==> src/rtl/torreta_engajamento_m.sv <==
// Sweep-and-engage sequencer: ping-pong servo sweep, one range measurement per
// dwell, threat confirmation over consecutive readings and a timed fire cycle.
module torreta_engajamento_m #(
  parameter int N_POS       = 29,
  parameter int W_POS       = 5,
  parameter int DWELL       = 20_000_000,
  parameter int W_DWELL     = 25,
  parameter int CONFIRM     = 2,
  parameter int AMMO_MAX    = 9,
  parameter int FIRE_CYCLES = 50_000_000,
  parameter int W_FIRE      = 26
) (
  input  logic             clock,
  input  logic             reset,
  input  logic             habilitar,
  input  logic [11:0]      medida,
  input  logic             medida_pronto,
  input  logic             medida_timeout,
  input  logic [11:0]      limiar,
  input  logic             recarregar,
  output logic             medir,
  output logic             transmitir,
  output logic [W_POS-1:0] posicao,
  output logic             direcao,
  output logic             ameaca,
  output logic             dispara,
  output logic [3:0]       municao,
  output logic             sem_municao,
  output logic [2:0]       db_estado
);

  typedef enum logic [2:0] {
    INICIAL = 3'd0,
    MEDIR   = 3'd1,
    AGUARDA = 3'd2,
    DECIDE  = 3'd3,
    DISPARO = 3'd4,
    ESPERA  = 3'd5,
    GIRA    = 3'd6
  } estado_t;

  localparam int                 W_STREAK   = (CONFIRM < 2) ? 1 : $clog2(CONFIRM + 1);
  localparam logic [W_STREAK-1:0] STREAK_MAX = W_STREAK'(CONFIRM);
  localparam logic [W_POS-1:0]   POS_LAST   = W_POS'(N_POS - 1);
  localparam logic [W_DWELL-1:0] DWELL_LAST = W_DWELL'(DWELL - 1);
  localparam logic [W_FIRE-1:0]  FIRE_LAST  = W_FIRE'(FIRE_CYCLES - 1);
  localparam logic [3:0]         AMMO_FULL  = 4'(AMMO_MAX);

  estado_t             estado;
  logic [W_STREAK-1:0] streak;
  logic [W_STREAK-1:0] streak_sat;
  logic [W_DWELL-1:0]  dwell_cnt;
  logic [W_FIRE-1:0]   fire_cnt;
  logic                ameaca_medida;

  // Packed BCD compares correctly as a plain unsigned number; zero means no echo.
  assign ameaca_medida = (medida != 12'd0) && (medida < limiar);
  assign streak_sat    = (streak == STREAK_MAX) ? streak : streak + W_STREAK'(1);
  assign sem_municao   = (municao == 4'd0);
  assign db_estado     = estado;

  always_ff @(posedge clock or negedge reset) begin
    if (!reset) begin
      // NOTE: dispara sits in the async branch, so reset drops it without waiting for an edge.
      estado     <= INICIAL;
      posicao    <= '0;
      direcao    <= 1'b0;
      ameaca     <= 1'b0;
      streak     <= '0;
      dwell_cnt  <= '0;
      fire_cnt   <= '0;
      municao    <= AMMO_FULL;
      medir      <= 1'b0;
      transmitir <= 1'b0;
      dispara    <= 1'b0;
    end else begin
      // NOTE: non-blocking only, so every branch below reads the pre-edge register values.
      medir      <= 1'b0;
      transmitir <= 1'b0;
      case (estado)
        INICIAL: begin
          if (habilitar) begin
            estado <= MEDIR;
            medir  <= 1'b1;
          end
        end
        MEDIR: estado <= AGUARDA;
        AGUARDA: begin
          if (medida_pronto) begin
            ameaca     <= ameaca_medida;
            transmitir <= 1'b1;
            estado     <= DECIDE;
          end else if (medida_timeout) begin
            ameaca     <= 1'b0;
            transmitir <= 1'b1;
            estado     <= DECIDE;
          end
        end
        DECIDE: begin
          dwell_cnt <= '0;
          fire_cnt  <= '0;
          if (!ameaca) begin
            streak <= '0;
            estado <= ESPERA;
          end else if (streak_sat == STREAK_MAX) begin
            if (municao != 4'd0) begin
              streak  <= streak_sat;
              dispara <= 1'b1;
              estado  <= DISPARO;
            end else begin
              streak <= '0;
              estado <= ESPERA;
            end
          end else begin
            streak <= streak_sat;
            medir  <= 1'b1;
            estado <= MEDIR;
          end
        end
        DISPARO: begin
          if (fire_cnt == FIRE_LAST) begin
            dispara   <= 1'b0;
            municao   <= municao - 4'd1;
            streak    <= '0;
            dwell_cnt <= '0;
            estado    <= ESPERA;
          end else begin
            fire_cnt <= fire_cnt + W_FIRE'(1);
          end
        end
        ESPERA: begin
          if (dwell_cnt == DWELL_LAST) begin
            dwell_cnt <= '0;
            estado    <= habilitar ? GIRA : INICIAL;
          end else begin
            dwell_cnt <= dwell_cnt + W_DWELL'(1);
          end
        end
        GIRA: begin
          streak <= '0;
          medir  <= 1'b1;
          estado <= MEDIR;
          if (N_POS > 1) begin
            if (!direcao) begin
              if (posicao != POS_LAST) begin
                posicao <= posicao + W_POS'(1);
              end else begin
                posicao <= posicao - W_POS'(1);
                direcao <= 1'b1;
              end
            end else begin
              if (posicao != '0) begin
                posicao <= posicao - W_POS'(1);
              end else begin
                posicao <= posicao + W_POS'(1);
                direcao <= 1'b0;
              end
            end
          end
        end
        default: estado <= INICIAL;
      endcase
      // Placed last so a refill overrides the fire-end decrement.
      if (recarregar) municao <= AMMO_FULL;
    end
  end

endmodule

==> config.mk <==
export PLATFORM = sky130hd
export DESIGN_NAME = torreta_engajamento_m
export DESIGN_NICKNAME = d
export VERILOG_FILES = /design/src/rtl/torreta_engajamento_m.sv
export SDC_FILE = /design/constraint.sdc
export NUM_CORES = 1
export LEC_CHECK = 0
export CORE_ASPECT_RATIO = 2
export CORE_MARGIN = 2
export CORE_UTILIZATION = 63
export CTS_BUF_LIST = sky130_fd_sc_hd__clkbuf_8
export CTS_CLUSTER_SIZE = 28
export DETAILED_ROUTE_END_ITERATION = 8
export PLACE_DENSITY = 0.88
export SETUP_SLACK_MARGIN = 0.02
export SLEW_MARGIN = 30
export SYNTH_ARGS = -nofsm -noshare
export SYNTH_HDL_FRONTEND = slang
export SYNTH_SLANG_ARGS = --single-unit
==> constraint.sdc <==
create_clock -name clock -period 3.65 [get_ports clock]
set_input_delay 1.095 -clock clock [delete_from_list [all_inputs] [get_ports clock]]
set_output_delay 1.095 -clock clock [all_outputs]
set_load 0.01 [all_outputs]
=== After elaboration in Yosys (flattened, before gate mapping) ===
Cells that the tools add are included.
Widths: inputs -> output; s select.

* Register bits after elaboration: 70
* Bits of input ports: 30
* Output and inout port bits: 18
* Word-level logic and storage cells: 100

* Add/sub/neg operators: 6
* Order comparisons: 1
* Eq/ne operators: 19
* Muxes and demuxes: 44
* Reduce and logical (&&, ||, !) cells: 19

{| class="wikitable"
|+ Operators by type and width
! cell !! number
|-
| $pmux 25 s3 || 1
|-
| $pmux 26 s2 || 1
|-
| $mux 25 || 2
|-
| $add 26x1->26 const B || 1
|-
| $eq 26x26->1 const B || 1
|-
| $mux 26 || 1
|-
| $add 25x1->25 const B || 1
|-
| $eq 25x25->1 const B || 1
|-
| $mux 3 || 8
|-
| $pmux 3 s7 || 1
|-
| $mux 1 || 16
|-
| $mux 5 || 3
|-
| $ne 2x2->1 const B || 7
|-
| $lt 12x12->1 || 1
|-
| $mux 4 || 3
|-
| $reduce_bool 12->1 || 1
|-
| $mux 2 || 5
|-
| $reduce_and 2->1 || 5
|-
| $eq 3x3->1 const B || 3
|-
| $reduce_bool 2->1 || 4
|-
| $eq 3x2->1 const B || 2
|-
| $pmux 2 s3 || 1
|-
| $reduce_bool 3->1 || 2
|-
| $add 5x1->5 const B || 1
|-
| 16 further kinds || 17
|}

=== Longest topological paths before layout ===
* Word-level depth: 6
* Mapped depth: 8

=== Worst setup path after synthesis ===
Ideal clock, no wire load.

* Path type: register to register
* From: reg estado[2], in the netlist db_estado[2]
* To: reg fire_cnt[21]
* Setup time: 120 ps
* Arrival: 2227 ps
* Required time: 3530 ps
* Slack: 1302 ps
* Stages on the path, launching flop included: 9
* Cells stage by stage: dfrtp_1 -> buf_2 -> or3b_1 -> clkbuf_1 -> or4_1 -> a21oi_1 -> buf_4 -> a31oi_1 -> a41o_1

* Cells in the longest elaborated chain, start to end: 3
* Elaborated cells between the ends (all ways): 6
* Classes of those cells: 3 x eq/ne; 1 x mux; 2 x reduce/logical

{| class="wikitable"
|+ RTL lines
! what !! line !! source
|-
| start, declared || 49 || <nowiki>estado_t estado;</nowiki>
|-
| start signal, assigned || 134 || <nowiki>estado <= habilitar ? GIRA : INICIAL;</nowiki>
|-
| $eq 3x3->1 / $eq 3x2->1 (equally long branches) || 80 || <nowiki>case (estado)</nowiki>
|-
| $ne 2x2->1 (no line) / $reduce_bool 2->1 (equally long branches) || - ||
|-
| $reduce_and 2->1 (no line) || - ||
|-
| end signal, assigned || 128 || <nowiki>fire_cnt <= fire_cnt + W_FIRE'(1);</nowiki>
|-
| end, declared || 53 || <nowiki>logic [W_FIRE-1:0] fire_cnt;</nowiki>
|}

Several ways; a longest one is shown, not always the timed one.
A chain may end at the register's enable or synchronous reset.

=== Final worst setup path ===
* From: reg municao[1]
* To: out sem_municao

* Cells in the longest elaborated chain, start to end: 1

{| class="wikitable"
|+ RTL lines
! what !! line !! source
|-
| start, declared || 27 || <nowiki>output logic [3:0] municao,</nowiki>
|-
| start signal, assigned || 123 || <nowiki>municao <= municao - 4'd1;</nowiki>
|-
| $logic_not 4->1 || 59 || <nowiki>assign sem_municao = (municao == 4'd0);</nowiki>
|-
| end, declared || 28 || <nowiki>output logic sem_municao,</nowiki>
|}

Every way passes these cells.

==> run_results.csv <==
group,metric,value,unit
placed_design,dp_slack,0.948,ns
sta,setup_viol,0,
layout,n_antenna_cell,0,
worst_setup_path,cp-start-kind,"flop",
grt,grt_max_degree,41,
status,outcome,"finished clean",
logic_synthesis,synth_top_area_share,0.395,
hold_path,min_path_type,"flop to flop",
sta,slew_headroom,0.463,
logic_synthesis,synth_cell_types,55,
placed_design,globalplace.congestion,0.921,
clock_tree,cts_root_buffer,"clkbuf_8",
power_and_ir_drop,p_clk_frac,0.247,
layout,syn_to_final_growth,17.4,%
sta,tightest_slew,0.805,ns
layout,multi_input_area,2380,um^2
power_and_ir_drop,vdd_drop_max,0.000340,V
logic_synthesis,syn_nets,524,
worst_setup_path,slowest_stage,"clkdlybuf4s50_1",
logic_synthesis,synthTopCellsByArea,"dfrtp_1 (40%), ha_1 (5.5%), a21oi_1 (4.2%)",
layout,drive_gt1_frac,0.0741,
worst_setup_path,endpoint_kind,"primary output",
grt,grt_usage,0.300,
layout,ff_latch_area,1750,um^2
clock_tree,cts_resized,0,
logic_synthesis,ys_ff_latch,70,
floorplan,start_util,0.650,
sta,finalCritPeriodShare,0.838,
grt,grt_pass1_vias,3888,
clock_tree,path_clk_slew,0.07,ns
layout,post-route-util,0.763,
sta,fin_setup_tns,0,ns
logic_synthesis,syn-instance-count,475,
logic_synthesis,yosys_warnings,0,
clock_tree,ctsHoldBuffers,0,
layout,nNetsFinal,570,
sta,setup_ws,0.593,ns
clock_tree,cts_num_sinks,70,
logic_synthesis,avgSynthCellArea,9.06,um^2
power_and_ir_drop,intPower,0.00143,W
routing,drt_wl_total,10800,um
worst_setup_path,required,2.55,ns
logic_synthesis,ys_seq_area_frac,0.408,
logic_synthesis,yosys.cell_count.top_type,"dfrtp_1",
worst_setup_path,cp_data_arrival_time,1.96,ns
routing,wl_per_cell,17.6,um
clock_tree,post_cts_buffers,0,
routing,viasPerCell,6.32,
routing,detail_route.first_pass.iterations,4,
logic_synthesis,synth-edff-count,0,
sta,hold_viol_final,0,
floorplan,dieHeight,121,um
worst_setup_path,path_cells,"inv_1 -> ha_1 -> nor3b_1 -> clkdlybuf4s50_1",
layout,nFillCells,501,
floorplan,rows,42,
worst_setup_path,max_stage_delay,0.61,ns
placed_design,hpwl,8000,um
sta,rsz0062_at_grt,"false",
power_and_ir_drop,power_frac_seq,0.437,
power_and_ir_drop,power_leakage,2.20,nW
power_and_ir_drop,swShare,0.360,
logic_synthesis,synth-main-ff-cell,"dfrtp_1",
sta,fin_skew,0.00725,ns
floorplan,core,6620,um^2
placed_design,portBuffers,47,
power_and_ir_drop,power_density,444,nW/um^2
power_and_ir_drop,pwr-share-comb,0.316,
logic_synthesis,yosys.area.top_type,"dfrtp_1",
grt,grt_pass1_wl,18000,um
routing,drc,0,
routing,drtIter0Drc,286,
clock_tree,clockBufferDepth,2,
floorplan,die_area,7550,um^2
power_and_ir_drop,netSwitchingPower,0.000809,W
logic_synthesis,syn_area,4300,um^2
floorplan,die_w,62.4,um
worst_setup_path,critPathMaxFanout,4,
flow_run,cap_viol_max_count,0,
clock_tree,h-tree-depth,3,
logic_synthesis,synthArstFlopShare,1.00,
clock_tree,tritoncts,"done",
sta,min_period,3.06,ns
logic_synthesis,synth_common_cells,"dfrtp_1 (68), nand2_1 (45), a21oi_1 (36)",
routing,routed-via-count,3878,
worst_setup_path,timing_worst_setup_path_type,"flop to primary output",
grt,grt-ovfl-total,0,
sta,drv_slew,0,
routing,drtAntennaViolNets,0,
clock_tree,cts-buffers-inserted,9,
floorplan,pin_count,48,
sta,clock.fmax,0.327,GHz
clock_tree,clkLatencyLatePin,0.36,ns
grt,grt_antenna_before_repair,0,
final timing paths:
| kind | startpoint | endpoint | slack [ns] | cells after the start |
|---|---|---|---|---|
| setup / recovery | municao[1]$_DFFE_PN0P_ | sem_municao | 0.59 | 4 |
| hold / removal | fire_cnt[25]$_DFFE_PN0P_ | fire_cnt[25]$_DFFE_PN0P_ | 0.50 | 1 |
| setup reg to reg | db_estado[0]$_DFFE_PN0P_ | dwell_cnt[7]$_DFFE_PN0P_ | 0.94 | 6 |
| hold reg to reg | fire_cnt[25]$_DFFE_PN0P_ | fire_cnt[25]$_DFFE_PN0P_ | 0.50 | 1 |
| max in group asynchronous | reset | fire_cnt[1]$_DFFE_PN0P_ | 2.15 | 2 |
| min in group asynchronous | reset | posicao[2]$_DFFE_PN0P_ | 0.83 | 1 |
cell type report:
| type | count | area share |
|---|---|---|
| clock buffers | 11 | 0.0300 |
| clock inverters | 5 | 0.00396 |
| inverters | 22 | 0.0163 |
| multi-input cells | 361 | 0.471 |
| flip-flops and latches | 70 | 0.347 |
| well taps | 88 | 0.0218 |
| repair buffers | 57 | 0.109 |
layer usage:
metal,wire length [um],track usage,part of all wire
met1,3900,0.314,0.36
met3,314,0.0501,0.029
met2,6060,0.551,0.56
met5,0,0,0
met4,504,0.185,0.047
flip-flops by register name, summed over array words and instances, names as in the netlist, 2 cells and up:
register	flops
posicao	5
streak	2
db_estado	3
dwell_cnt	25
municao	4
fire_cnt	26
per-stage QoR:
stage          hold WS (ns)  area [um^2]  std cells  power [W]
5_1_grt               0.548         5050        614    0.00238
2_1_floorplan         0.445         4300        475    0.00142
3_3_place_gp          0.461         4880        598    0.00167
6_report              0.501         5050        614    0.00224
4_1_cts               0.495         5050        614    0.00225
3_5_place_dp          0.485         4880        598    0.00170
worst max-delay path, delay by kind of cell, from the launching register on:
kind	cells	cell delay (ns)
buffers and inverters	2	0.71
AND/OR/NAND/NOR	1	0.34
flip-flops	1	0.42
adder cells (fa/ha/maj)	1	0.15
power groups by stage:
| stage | combinational (W) | sequential [W] | clock [W] |
|---|---|---|---|
| finish | 0.000709 | 0.000981 | 0.000554 |
| global route | 0.000787 | 0.000997 | 0.000593 |
| CTS | 0.000713 | 0.000978 | 0.000560 |
| detailed placement | 0.000710 | 0.000991 | 0 |
| global placement | 0.000683 | 0.000984 | 0 |
| floorplan | 0.000463 | 0.000958 | 0 |
layout by cell type (no fill, tap or decap), types with 3 or more instances in the layout:
cell type	count
a41o_1	5
a31o_2	3
and3_1	10
nand4_1	15
or4_1	15
a21oi_1	36
ha_1	19
nand3_1	22
nand2_1	45
o2111ai_1	4
o31ai_1	14
nor3b_1	4
clkdlybuf4s50_1	46
o21ai_0	14
nand4b_1	6
or2_2	3
nor2b_1	9
buf_4	9
mux2i_1	4
dfrtp_1	68
a211oi_1	5
nor3_1	6
or3_1	5
and4_1	7
xor2_1	11
xnor2_1	13
a21o_1	7
inv_1	26
nor2_1	34
nand2b_1	6
nor4_1	5
clkbuf_8	11
a31oi_1	7
cell families after synthesis:
family,Yosys count,synth area share
simple gates,205,0.270
xor+xnor,24,0.0489
flops,70,0.408
buf+inv,44,0.0407
fa+ha+maj,19,0.0552
compound gates,108,0.165
mux,5,0.0119
Note: power is estimated with default switching activity, not from simulation.
